--- src/rtl/button_debounce_pulse.sv ---
// Push-button conditioner: synchronizes and debounces a raw button pin and
// emits single-cycle press / release / short-press / long-press events.
module button_debounce_pulse #(
   parameter int unsigned DEBOUNCE_CYCLES = 1_000_000,
   parameter int unsigned LONG_CYCLES     = 100_000_000,
   parameter bit          BTN_ACTIVE_LOW  = 1'b0
) (
   input  logic clk,
   input  logic rst_n,
   input  logic btn_in,
   output logic pressed,
   output logic press_pulse,
   output logic release_pulse,
   output logic short_pulse,
   output logic long_pulse
);

   localparam int unsigned DB_W = $clog2(DEBOUNCE_CYCLES);
   localparam int unsigned HC_W = $clog2(LONG_CYCLES);
   localparam logic [DB_W-1:0] DB_MAX  = DB_W'(DEBOUNCE_CYCLES - 32'd1);
   localparam logic [DB_W-1:0] DB_ZERO = {DB_W{1'b0}};
   localparam logic [HC_W-1:0] HC_MAX  = HC_W'(LONG_CYCLES - 32'd1);
   localparam logic [HC_W-1:0] HC_ZERO = {HC_W{1'b0}};

   typedef enum logic [1:0] {
      ST_IDLE    = 2'd0,
      ST_PRESSED = 2'd1,
      ST_LONG    = 2'd2
   } state_t;

   logic            btn_n_s;
   logic            sync1_r;
   logic            btn_sync_r;
   logic [DB_W-1:0] db_cnt_r;
   logic            pressed_r;
   logic [HC_W-1:0] hold_cnt_r;
   state_t          state_r;
   state_t          next_state_s;
   logic            press_s;
   logic            release_s;
   logic            short_s;
   logic            long_s;
   logic            press_pulse_r;
   logic            release_pulse_r;
   logic            short_pulse_r;
   logic            long_pulse_r;

   assign btn_n_s = btn_in ^ BTN_ACTIVE_LOW;

   // Two-flop synchronizer for the asynchronous button pin
   always_ff @(posedge clk or negedge rst_n) begin
      if (!rst_n) begin
         sync1_r    <= 1'b0;
         btn_sync_r <= 1'b0;
      end else begin
         sync1_r    <= btn_n_s;
         btn_sync_r <= sync1_r;
      end
   end

   // Debounce: accept a new level only after an unbroken run of disagreeing samples
   always_ff @(posedge clk or negedge rst_n) begin
      if (!rst_n) begin
         db_cnt_r  <= DB_ZERO;
         pressed_r <= 1'b0;
      end else if (btn_sync_r == pressed_r) begin
         db_cnt_r  <= DB_ZERO;
      end else if (db_cnt_r == DB_MAX) begin
         pressed_r <= btn_sync_r;
         db_cnt_r  <= DB_ZERO;
      end else begin
         db_cnt_r  <= db_cnt_r + DB_W'(1);
      end
   end

   // Event FSM next-state and pulse decode; a release outranks a long press
   always_comb begin
      next_state_s = state_r;
      press_s      = 1'b0;
      release_s    = 1'b0;
      short_s      = 1'b0;
      long_s       = 1'b0;
      case (state_r)
         ST_IDLE: begin
            if (pressed_r) begin
               next_state_s = ST_PRESSED;
               press_s      = 1'b1;
            end else begin
               next_state_s = ST_IDLE;
            end
         end
         ST_PRESSED: begin
            if (!pressed_r) begin
               next_state_s = ST_IDLE;
               release_s    = 1'b1;
               short_s      = 1'b1;
            end else if (hold_cnt_r == HC_MAX) begin
               next_state_s = ST_LONG;
               long_s       = 1'b1;
            end else begin
               next_state_s = ST_PRESSED;
            end
         end
         ST_LONG: begin
            if (!pressed_r) begin
               next_state_s = ST_IDLE;
               release_s    = 1'b1;
            end else begin
               next_state_s = ST_LONG;
            end
         end
         default: begin
            next_state_s = ST_IDLE;
         end
      endcase
   end

   // State register and registered event pulses
   always_ff @(posedge clk or negedge rst_n) begin
      if (!rst_n) begin
         state_r         <= ST_IDLE;
         press_pulse_r   <= 1'b0;
         release_pulse_r <= 1'b0;
         short_pulse_r   <= 1'b0;
         long_pulse_r    <= 1'b0;
      end else begin
         state_r         <= next_state_s;
         press_pulse_r   <= press_s;
         release_pulse_r <= release_s;
         short_pulse_r   <= short_s;
         long_pulse_r    <= long_s;
      end
   end

   // Hold timer: cleared on entering PRESSED, frozen outside it
   always_ff @(posedge clk or negedge rst_n) begin
      if (!rst_n) begin
         hold_cnt_r <= HC_ZERO;
      end else if ((state_r == ST_IDLE) && (next_state_s == ST_PRESSED)) begin
         hold_cnt_r <= HC_ZERO;
      end else if ((state_r == ST_PRESSED) && (next_state_s == ST_PRESSED)) begin
         hold_cnt_r <= hold_cnt_r + HC_W'(1);
      end else begin
         hold_cnt_r <= hold_cnt_r;
      end
   end

   assign pressed       = pressed_r;
   assign press_pulse   = press_pulse_r;
   assign release_pulse = release_pulse_r;
   assign short_pulse   = short_pulse_r;
   assign long_pulse    = long_pulse_r;

endmodule

--- config.mk ---
export PLATFORM = sky130hd
export DESIGN_NAME = button_debounce_pulse
export DESIGN_NICKNAME = d
export VERILOG_FILES = /design/src/rtl/button_debounce_pulse.sv
export SDC_FILE = /design/constraint.sdc
export NUM_CORES = 1
export LEC_CHECK = 0
export ABC_AREA = 1
export CAP_MARGIN = 15
export CELL_PAD_IN_SITES_DETAIL_PLACEMENT = 1
export CELL_PAD_IN_SITES_GLOBAL_PLACEMENT = 1
export CORE_UTILIZATION = 51
export DETAILED_ROUTE_END_ITERATION = 10
export DONT_BUFFER_PORTS = 1
export GPL_TIMING_DRIVEN = 0
export PLACE_DENSITY = 0.95
export SKIP_CTS_REPAIR_TIMING = 1
export SYNTH_ARGS = -nofsm -noshare
export SYNTH_HDL_FRONTEND = slang
export SYNTH_SLANG_ARGS = --single-unit
--- constraint.sdc ---
create_clock -name clk -period 4.3 [get_ports clk]
set_input_delay 1.075 -clock clk [delete_from_list [all_inputs] [get_ports clk]]
set_output_delay 1.075 -clock clk [all_outputs]
set_load 0.05 [all_outputs]
; ---- Yosys cells after proc, flatten, opt, wreduce, memory -nomap -nowiden
; Index checks and enable logic that the tools add are counted.
[word_totals]
reg_bits = 56
inputBits = 3
out_inout_bits = 5
elab_cells = 42
[classes]
n_bitwise = 1
add_sub_neg = 2
n_eq_ne = 6
mux = 17
n_reduce_logical = 6
[op_table]
columns = op, n
row1 = $mux W27, 2
row2 = $mux W20, 2
row3 = $add A27 B1 Y27 const B, 1
row4 = $eq A27 B27 Y1 const B, 1
row5 = $add A20 B1 Y20 const B, 1
row6 = $eq A20 B20 Y1 const B, 1
row7 = $mux W1, 9
row8 = $mux W2, 3
row9 = $pmux W2 S3, 1
row10 = $eq A2 B1 Y1 const B, 2
row11 = $eq A2 B2 Y1 const B, 1
row12 = $logic_and A1 B1 Y1, 2
row13 = $logic_not A2 Y1, 1
row14 = $reduce_and A2 Y1, 1
row15 = $reduce_bool A2 Y1, 1
row16 = $reduce_or A2 Y1, 1
row17 = $eq A1 B1 Y1, 1
row18 = $not A1 Y1, 1

; ---- Depth between registers and ports, before layout
[logic_depth]
word_depth = 8
ltp_mapped = 12
ltp_nobuf = 11

; ---- Worst setup path before layout
; Ideal clock, no wire load.
[synth_timing]
kind = register to register
startpoint = register hold_cnt_r[0]
endpoint = register hold_cnt_r[25]
period_less_slack_ps = 1695
arrival_time_ps = 1577
path_stages_with_launch = 13
slack_ps = 2605
path_buffers = 2
t_required_ps = 4182
setup_time_ps = 118
path_cell_list = dfrtp_1 ha_1 inv_2 nor2_4 nand2_4 nor2_4 nand3_1 nand2_1 inv_2 buf_6 buf_8 nand4_1 nand2_1
[synth_via]
elab_chain_len = 7
word_cells_on_any_way = 11
cone_classes = 1 x add/sub / 2 x eq/ne / 5 x mux / 3 x reduce/logical
[synth_rtl]
columns = item, line_no
row1 = "start, declared", 36  ; logic [HC_W-1:0] hold_cnt_r;
row2 = "start signal, assigned", 142  ; hold_cnt_r <= hold_cnt_r + HC_W'(1);
row3 = "start signal, assigned", 144  ; hold_cnt_r <= hold_cnt_r;
row4 = $eq A27 B27 Y1, 97  ; end else if (hold_cnt_r == HC_MAX) begin
row5 = $mux W2, 97
row6 = $mux W2, 93  ; if (!pressed_r) begin
row7 = $pmux W2 S3, 83  ; case (state_r)
row8 = $eq A2 B1 Y1, "139, 141"
row9 = "$logic_and A1 B1 Y1, on equally long branches", "139, 141"
row10 = $mux W27 / $reduce_bool A2 Y1 (equally long branches), n/a
; Several ways; a longest one is shown, not always the timed one. The select of a mux whose other input is x is not followed.
; A chain may end at the register's enable or synchronous reset.

; ---- Worst setup path after layout
; Ends and elaborated chain as after synthesis.

==> out/metrics.cfg <==
[grt]
grt_overflow = 0
grt_util_all_layers = 0.2959
antenna_found_initial = 0
grt_max_degree = 57
grt_first_pass_wirelength_um = 16550
grt_pass1_vias = 3439

[synthesis]
synthTopCellsByCount = nand2_1, nor2_1, dfrtp_1
synth_cell_types = 32
yosysTopAreaCellShare = 0.4045
syn_nets = 475
postSynthAreaPerCell_um2 = 7.435
synth.largest_area_cell = dfrtp_1
ys_warn_count = 0
synth-edff-count = 0
syn_area_um2 = 3465
synth_seq_cells = 56
synthCells = 466
async_flop_share = 1.000
yosysSeqAreaShare = 0.4045
ys.flop_type = dfrtp_1
yosysMostFrequentCell = nand2_1
synth_area_leaders = dfrtp_1, nand2_1, nor2_1

[critical_path]
path_class = register to register
arrival_ps = 2370
path_depth = 12
cp-startpoint = hold_cnt_r[0]
worstRegToRegCells = 12
cp_slowest_stage_delay_ps = 500
r2r_start = hold_cnt_r[0]
required_ps = 4510
cp_cell_sequence = ha_1 > inv_2 > nor2_4 > nand2_4 > nor2_4 > nand3_1 > nand2_1 > inv_2 > buf_6 > buf_8 > nand4_1 > nand2_1
crit_fanout = 10
cp_top_family = simple AND/OR/NAND/NOR gates
crit_buf_inv = 4
endpoint_kind = register
critPathLaunchType = register
crit_path_top_delay_cell = dfrtp_1

[die]
core-area_um2 = 6459
placementRows = 29
die-area_um2 = 7127
die_h_um = 84.42
die_w_um = 84.42
start_util = 0.5364
io_pins = 8

[power]
intPower_uw = 664.5
power_frac_comb = 0.012
powerDensity_nw_per_um2 = 233.8
p_seq_frac = 0.623
switchingPower_uw = 190.0
ir_drop_v = 0.0001306
swShare = 0.2224
clkPwrFrac = 0.365
p_leak_nw = 1.728

[sta]
fin_skew_ps = 9.776
slew_headroom = 0.6791
fin_crit_ps = 2159
fin_crit_sh = 0.5022
slew_violations = 0
tns_ps = 0
rsz0062_at_grt = no
fmax_mhz = 463.1
setup_violations = 0
finalHoldViolCount = 0
layout_setup_ws_ps = 2141
worstMarginPinSlew_ps = 481.3

[final_layout]
syn_to_final_growth_pct = 5.489
fin_nets = 482
drive_gt1_frac = 0.1118
num_antenna_cells = 0

[hold_path]
hold_class = register to register
hold_start = sync1_r
whs_path_depth = 0

[route]
routed_wl_um = 9582
avgRoutedWirePerCell_um = 17.39
drt-initial-drc-count = 197
drc = 0
vias = 3099
avgViaCountPerCell = 5.624
drtPass1Iterations = 4
ant_nets = 0

[outcome]
outcome = completed

[placed_design]
gp_congestion = 0.8877
dp_hpwl_um = 6920
pre_cts_ws_ps = 2265
port_buffers = 0

[clocking]
numCtsBuffers = 5
cts_tree = done
clkSlewWorstSetupHoldPaths_ps = 110
clock_path_buffers = 2
worstSkewPairLatency_ps = 320
cts.htree.levels = 2
cts.sinks = 56
cts-root-buf = clkbuf_8

[run]
drv_cap = 0

[worst register-to-register path, delay by kind of cell, from the launching register on]
family | cells | cell delay [ps]
simple gates | 7 | 760
flops | 1 | 500
buf+inv | 4 | 450
fa+ha+maj | 1 | 360
[sequential cells by signal, summed over array words and instances (netlist names)]
register / flops
short_pulse: 1
db_cnt_r: 20
state_r: 2
release_pulse: 1
hold_cnt_r: 27
sync1_r: 1
long_pulse: 1
press_pulse: 1
btn_sync_r: 1
pressed: 1
[per-stage QoR]
stage	hold slack, ps	area [µm²]	cells	utilization	power, mW
finish	360.4	3655	551	0.5659	0.8545
global route	377.9	3655	551	0.5659	0.8773
CTS	366.7	3655	551	0.5659	0.8605
detailed placement	341.8	3561	543	0.5513	0.5528
global placement	339.8	3561	543	0.5513	0.5513
floorplan	331.2	3465	466	-	0.5491
[layer usage]
metal / wire length (µm) / global-route usage / vias to the layer above
li1: - / - / 1476
met5: 0 / 0 / -
met4: 251 / 0.1063 / 0
met2: 4962 / 0.5365 / 52
met3: 266 / 0.05113 / 21
met1: 4102 / 0.3535 / 1550
[worst paths after layout]
path                                  end  slack (ps)
setup / recovery           hold_cnt_r[25]        2140
hold / removal                 btn_sync_r         360
setup reg to reg           hold_cnt_r[25]        2140
hold reg to reg                btn_sync_r         360
max in group asynchronous    db_cnt_r[14]        3780
min in group asynchronous  hold_cnt_r[16]         430
[logic make-up (layout without fill, tap and decap cells)]
group	Yosys count	after routing	synth area share
AO/OA/AOI/OAI	9	9	0.01661
AND/OR/NAND/NOR	304	304	0.3969
flip-flops	56	56	0.4045
XOR/XNOR	25	25	0.06320
buffers and inverters	66	74	0.09714
adder cells (fa/ha/maj)	6	6	0.02167
[cell type report]
type | count | area (µm²)
plain buffers | 13 | 137.6
clock buffers | 7 | 86.33
clock inverters | 1 | 7.507
fillers | 848 | 2804
inverters | 53 | 198.9
multi-input cells | 344 | 1727
flip-flops and latches | 56 | 1401
well taps | 77 | 96.34
[cell usage in the layout, fill, tap and decap left out]
cell        count
xnor2_1        10
buf_2           3
nor2_1         70
nor2_4          5
nor3_1          9
nand3b_1        1
a21oi_4         1
buf_4           2
inv_2          11
dfrtp_1        56
nor3_2          4
a31oi_1         1
o21ai_0         1
nor2_2          3
buf_8           4
inv_1          40
nand3_2         1
ha_1            6
and2_1          1
nand3_1        18
nand2_2         6
nand2_4         2
nand2_1       149
o21ai_1         1
a21oi_1         5
xor2_1         15
nor4_1          4
clkinvlp_4      1
clkbuf_1        1
nand4_1        30
clkinv_1        2
and3_1          1
buf_6           3
clkbuf_8        7
[power by group through the flow]
stage	registers, mW	logic, mW	clock network (mW)
2_1_floorplan	0.542	0.00749	0
3_3_place_gp	0.542	0.00941	0
3_5_place_dp	0.542	0.0104	0
4_1_cts	0.532	0.0102	0.318
5_1_grt	0.533	0.0122	0.332
6_report	0.532	0.0103	0.312
Note: power is estimated with default switching activity, not from simulation.
